[config.mk]
export PLATFORM = sky130hd
export DESIGN_NAME = sata_transport_cmd_tx
export DESIGN_NICKNAME = d
export VERILOG_FILES = /design/src/rtl/sata_transport_cmd_tx.sv
export SDC_FILE = /design/constraint.sdc
export NUM_CORES = 1
export LEC_CHECK = 0
export CAP_MARGIN = 20
export CELL_PAD_IN_SITES_DETAIL_PLACEMENT = 1
export CELL_PAD_IN_SITES_GLOBAL_PLACEMENT = 2
export CORE_MARGIN = 5
export CORE_UTILIZATION = 33
export DETAILED_ROUTE_END_ITERATION = 7
export PLACE_DENSITY = 0.79
export SYNTH_ARGS = -nofsm -noshare
export SYNTH_HDL_FRONTEND = slang
export SYNTH_SLANG_ARGS = --single-unit
[constraint.sdc]
create_clock -name clk -period 2.36 [get_ports clk]
set_input_delay 0.354 -clock clk [delete_from_list [all_inputs] [get_ports clk]]
set_output_delay 0.354 -clock clk [all_outputs]
set_load 0.02 [all_outputs]
[src/rtl/sata_transport_cmd_tx.sv]
// Register Host-to-Device FIS (0x27) transmitter. Latches a command descriptor,
// streams it as five dwords to the link layer and retries on R_ERR or status timeout.
module sata_transport_cmd_tx #(
  parameter int unsigned USER_W    = 8,
  parameter int unsigned MAX_RETRY = 3,
  parameter int unsigned TMO_W     = 16
) (
  input  logic              clk,
  input  logic              rst_n,
  input  logic              cmd_valid,
  output logic              cmd_ready,
  input  logic              cmd_c,
  input  logic [3:0]        cmd_pm_port,
  input  logic [7:0]        cmd_command,
  input  logic [15:0]       cmd_features,
  input  logic [47:0]       cmd_lba,
  input  logic [7:0]        cmd_device,
  input  logic [15:0]       cmd_count,
  input  logic [7:0]        cmd_icc,
  input  logic [7:0]        cmd_control,
  output logic [31:0]       m_axis_link_tdata,
  output logic [USER_W-1:0] m_axis_link_tuser,
  output logic              m_axis_link_tvalid,
  input  logic              m_axis_link_tready,
  input  logic              link_tx_ok,
  input  logic              link_tx_err,
  output logic              cmd_done,
  output logic              cmd_err,
  output logic              busy
);

  localparam logic [1:0] StIdle = 2'd0;
  localparam logic [1:0] StSend = 2'd1;
  localparam logic [1:0] StWait = 2'd2;

  localparam int unsigned     RetryW   = (MAX_RETRY > 0) ? $clog2(MAX_RETRY + 1) : 1;
  localparam logic [RetryW-1:0] RetryMax = RetryW'(MAX_RETRY);
  // Timeout fires on the edge at which the counter would reach all-ones,
  // i.e. after 2^TMO_W-1 cycles spent in the wait state.
  localparam logic [TMO_W-1:0]  TmoLast  = {TMO_W{1'b1}} - TMO_W'(1);

  logic [1:0]        state_q, state_d;
  logic [2:0]        idx_q, idx_d;
  logic [RetryW-1:0] retry_q, retry_d;
  logic [TMO_W-1:0]  tmo_q, tmo_d;
  logic [3:0][31:0]  frame_q, frame_d;
  logic              done_q, done_d;
  logic              err_q, err_d;
  logic              fail;

  // Next-state: acceptance, beat sequencing and status/retry resolution
  always_comb begin
    state_d = state_q;
    idx_d   = idx_q;
    retry_d = retry_q;
    tmo_d   = tmo_q;
    frame_d = frame_q;
    done_d  = 1'b0;
    err_d   = 1'b0;
    fail    = 1'b0;
    case (state_q)
      StIdle: begin
        if (cmd_valid) begin
          frame_d[0] = {8'h27, cmd_c, 3'b000, cmd_pm_port, cmd_command, cmd_features[7:0]};
          frame_d[1] = {cmd_lba[7:0], cmd_lba[15:8], cmd_lba[23:16], cmd_device};
          frame_d[2] = {cmd_lba[31:24], cmd_lba[39:32], cmd_lba[47:40], cmd_features[15:8]};
          frame_d[3] = {cmd_count[7:0], cmd_count[15:8], cmd_icc, cmd_control};
          retry_d    = '0;
          idx_d      = '0;
          state_d    = StSend;
        end
      end
      StSend: begin
        if (m_axis_link_tready) begin
          if (idx_q == 3'd4) begin
            tmo_d   = '0;
            state_d = StWait;
          end else begin
            idx_d = idx_q + 3'd1;
          end
        end
      end
      StWait: begin
        tmo_d = tmo_q + TMO_W'(1);
        // An explicit error beats a simultaneous OK; OK beats a timeout.
        fail  = link_tx_err || (!link_tx_ok && (tmo_q == TmoLast));
        if (fail) begin
          if (retry_q < RetryMax) begin
            retry_d = retry_q + RetryW'(1);
            idx_d   = '0;
            state_d = StSend;
          end else begin
            err_d   = 1'b1;
            state_d = StIdle;
          end
        end else if (link_tx_ok) begin
          done_d  = 1'b1;
          state_d = StIdle;
        end
      end
      default: state_d = StIdle;
    endcase
  end

  // State registers; async reset abandons any frame in flight
  always_ff @(posedge clk or negedge rst_n) begin
    if (!rst_n) begin
      state_q <= StIdle;
      idx_q   <= '0;
      retry_q <= '0;
      tmo_q   <= '0;
      frame_q <= '0;
      done_q  <= 1'b0;
      err_q   <= 1'b0;
    end else begin
      state_q <= state_d;
      idx_q   <= idx_d;
      retry_q <= retry_d;
      tmo_q   <= tmo_d;
      frame_q <= frame_d;
      done_q  <= done_d;
      err_q   <= err_d;
    end
  end

  // Outputs decoded from state so tvalid drops as soon as reset asserts
  always_comb begin
    cmd_ready          = (state_q == StIdle);
    busy               = (state_q != StIdle);
    m_axis_link_tvalid = (state_q == StSend);
    m_axis_link_tdata  = '0;
    m_axis_link_tuser  = '0;
    if (state_q == StSend) begin
      m_axis_link_tdata      = (idx_q == 3'd4) ? 32'h0 : frame_q[idx_q[1:0]];
      // {drop, err, keep[3:0], sop, eop}
      m_axis_link_tuser[7:0] = {2'b00, 4'hF, idx_q == 3'd0, idx_q == 3'd4};
    end
    cmd_done = done_q;
    cmd_err  = err_q;
  end

endmodule

==> results.yml <==
outcome:
  status: "complete, but fails checks"
  failed_checks: "setup timing"
synthesis:
  synthTopCellsByCount: "143 x dfrtp_1, 117 x mux2_2, 34 x nor2_1, 25 x and3_1, 25 x mux4_2"
  ys_async_sr_fraction_pct: 100
  synth_compound_area_share_pct: 3.01
  synth.area.mux_share_pct: 29.1
  netlist.area_leader.share_pct: 52.8
  synthMostInstantiatedCell: "dfrtp_1"
  ys.flop_type: "dfrtp_1"
  synth_edf_count: 0
  synthSimpleGateAreaFrac_pct: 9.05
  synth_area_per_cell_sq_um: 13.7
  synth_top_family_by_area: "multiplexers"
  synth_xor_area_share_pct: 1.68
  yosysSeqAreaShare_pct: 52.8
  synth_area_leaders: "dfrtp_1 53%, mux2_2 19%, mux4_2 8.3%, and3_1 2.3%, nor2_1 1.9%"
  yosys.area.top_type: "dfrtp_1"
  ys_seq_elements: 143
  synthAdderAreaFrac_pct: 0.924
  postSynthCellCount: 495
  ys_warn_count: 0
  synth_area_sq_um: 6770
  yosys.cell_types.count: 46
power:
  p_per_area_nw_per_um2: 1410
  pwr-share-seq_pct: 31.6
  p_sw_mw: 4.67
  switching_share_pct: 34.0
  clock_power_share_pct: 20.8
  ir_drop_mv: 0.939
  p_leak_nw: 4.11
  combinationalPowerShare_pct: 47.5
  p_int_mw: 9.08
floorplan:
  die_w_um: 153
  start_util_pct: 33.5
  ios: 168
  die-area_sq_um: 23500
  rows: 52
  core_sq_um: 20200
  die_y_um: 153
global_route:
  antenna_found_initial: 2
  grt_max_degree: 59
  track_usage_pct: 16.7
  grt-ovfl-total: 0
  grt_pass1_vias: 5542
  grt_pass1_wl_um: 30800
timing:
  drv_slew: 0
  fin_ws_ns: -0.000850
  setup_viol_count_final: 2
  setup_tns_ns: -0.00107
  fmax_ghz: 0.424
  finClkSkew_ns: 0.00553
  maxSlewHeadroom_pct: 60.3
  hold_viol: 0
  finalCriticalPeriod_ns: 2.36
  finalCritPeriodShare_pct: 100
  worst_hold_slack_ns: 0.471
  rsz0062_at_grt: "yes"
  tightest_slew_ns: 0.596
cells_and_area:
  syn_to_final_growth_pct: 43.7
  final_layout_size_suffix_gt1_share_pct: 39.6
  final_nets: 814
clock_network:
  clk_latency_ns: 0.42
  htreeDepth: 4
  cts_tree: "built"
  root_buffer: "clkbuf_16"
  numCtsBuffers: 17
  cts_buffer_depth: 2
  clk_pin_slew_ns: 0.07
  cts.sinks: 143
detailed_routing:
  drc: 0
  via_count: 4738
  ant_nets: 0
  wl_um: 19100
  wl_per_cell_um: 19.7
  firstDrtPassIters: 4
  drtIter0Drc: 134
  viasPerCell: 4.88
critical_path:
  crit_type: "reg2out"
  cp.arrival_ns: 2.01
  rrSetupSlack_ns: 0.31
  critPathMaxFanout: 4
  cp-end-kind: "output port"
  reg2reg_from: "state_q[1]"
  crit_path_start: "idx_q[0]"
  crit_path_start_kind: "register"
  critPathCapture: "m_axis_link_tdata[17]"
  r2r-end: "frame_q[89]"
  r2r_cells: 6
  worstPathRequired_ns: 2.01
flow_run:
  max-cap-violations: 0
placed_design:
  dpl.hpwl_um: 13500
  gp_congestion: 0.748
  numPortBuffers: 165
worst_hold_path:
  holdCritPathClass: "in2async"
## sequential cells by signal, indices dropped and copies added, names as in the netlist
signal,cells
state_q,2
tmo_q,16
cmd_done,1
cmd_err,1
frame_q,118
retry_q,2
idx_q,3
## layout make-up
type	instances	area (sq um)
Clock buffer	19	453
Antenna cell	1	2.50
Clock inverter	13	179
Fill cell	2041	10500
Multi-Input combinational cell	309	3060
Inverter	8	30.0
Timing Repair Buffer	207	2090
Tap cell	270	338
Sequential cell	143	3580
## critical path: stages, from the launching register on
cell       delay [ns]
dfrtp_2          0.42
buf_6            0.12
buf_6            0.11
clkbuf_16        0.14
mux4_2           0.50
and3_4           0.19
buf_6            0.12
## power groups by stage
stage / Sequential [mW] / Clock (mW) / Combinational [mW]
floorplan: 4.14 / 0 / 3.97
global placement: 4.29 / 0 / 6.04
detailed placement: 4.40 / 0 / 6.16
CTS: 4.37 / 2.95 / 6.16
global route: 4.51 / 3.06 / 7.04
finish: 4.35 / 2.87 / 6.54
## layout by cell type (no fill, tap or decap), types with 9 or more instances in the layout
master	instances
a21oi_1	11
and3_1	13
and3_4	12
buf_12	13
buf_2	13
buf_4	26
buf_6	14
clkbuf_16	18
clkdlybuf4s50_1	129
dfrtp_1	141
mux2_2	117
mux2i_1	9
mux4_2	25
nand2_1	9
nor2_1	34
xor2_1	9
## routing by layer
layer / global-route usage (%) / wire, um / up-vias
met5: 0 / 13 / -
met4: 5.85 / 416 / 2
met3: 4.30 / 866 / 22
met2: 28.0 / 9650 / 112
met1: 20.8 / 8130 / 2430
li1: - / - / 2172
## worst min-delay path by stage
| stage | slack, ns | end | cells past startpoint |
|---|---|---|---|
| 6_report | 0.47 | frame_q[72] | 2 |
| 4_1_cts | 0.49 | frame_q[72] | 2 |
| 2_1_floorplan | 0.06 | cmd_done | 0 |
| 5_1_grt | 0.52 | frame_q[72] | 2 |
| 3_3_place_gp | 0.36 | frame_q[8] | 1 |
| 3_5_place_dp | 0.37 | frame_q[72] | 1 |
## what timing repair did
| action | CTS | global route |
|---|---|---|
| hold buffers | 1 | 0 |
| endpoints found under the setup margin | 34 | 28 |
| buffers inserted | 12 | 4 |
| pin swaps | 2 | 7 |
| hold endpoints to repair | 54 | 0 |
| resized for setup | 124 | 48 |
| gates cloned | 1 | 1 |
## cell families (layout without fill, tap and decap cells)
family          Yosys count  count (layout)
mux                     151             151
buf+inv                  44             247
flops                   143             143
other cells               1               3
compound gates           29              29
xor+xnor                 13              13
fa+ha+maj                 5               5
simple gates            109             109
## metrics by stage
stage	utilization (%)	instance area (sq um)	std cells	total power [mW]	setup WS, ns
3_5_place_dp	43.7	8850	918	10.6	0.0120
2_1_floorplan	-	6780	496	8.10	0.176
5_1_grt	48.1	9740	970	14.6	-0.0624
6_report	48.1	9740	970	13.8	-0.000850
3_3_place_gp	43.7	8850	918	10.3	0.0802
4_1_cts	47.4	9590	964	13.5	-0.0765
Note: power is estimated with default switching activity, not from simulation.
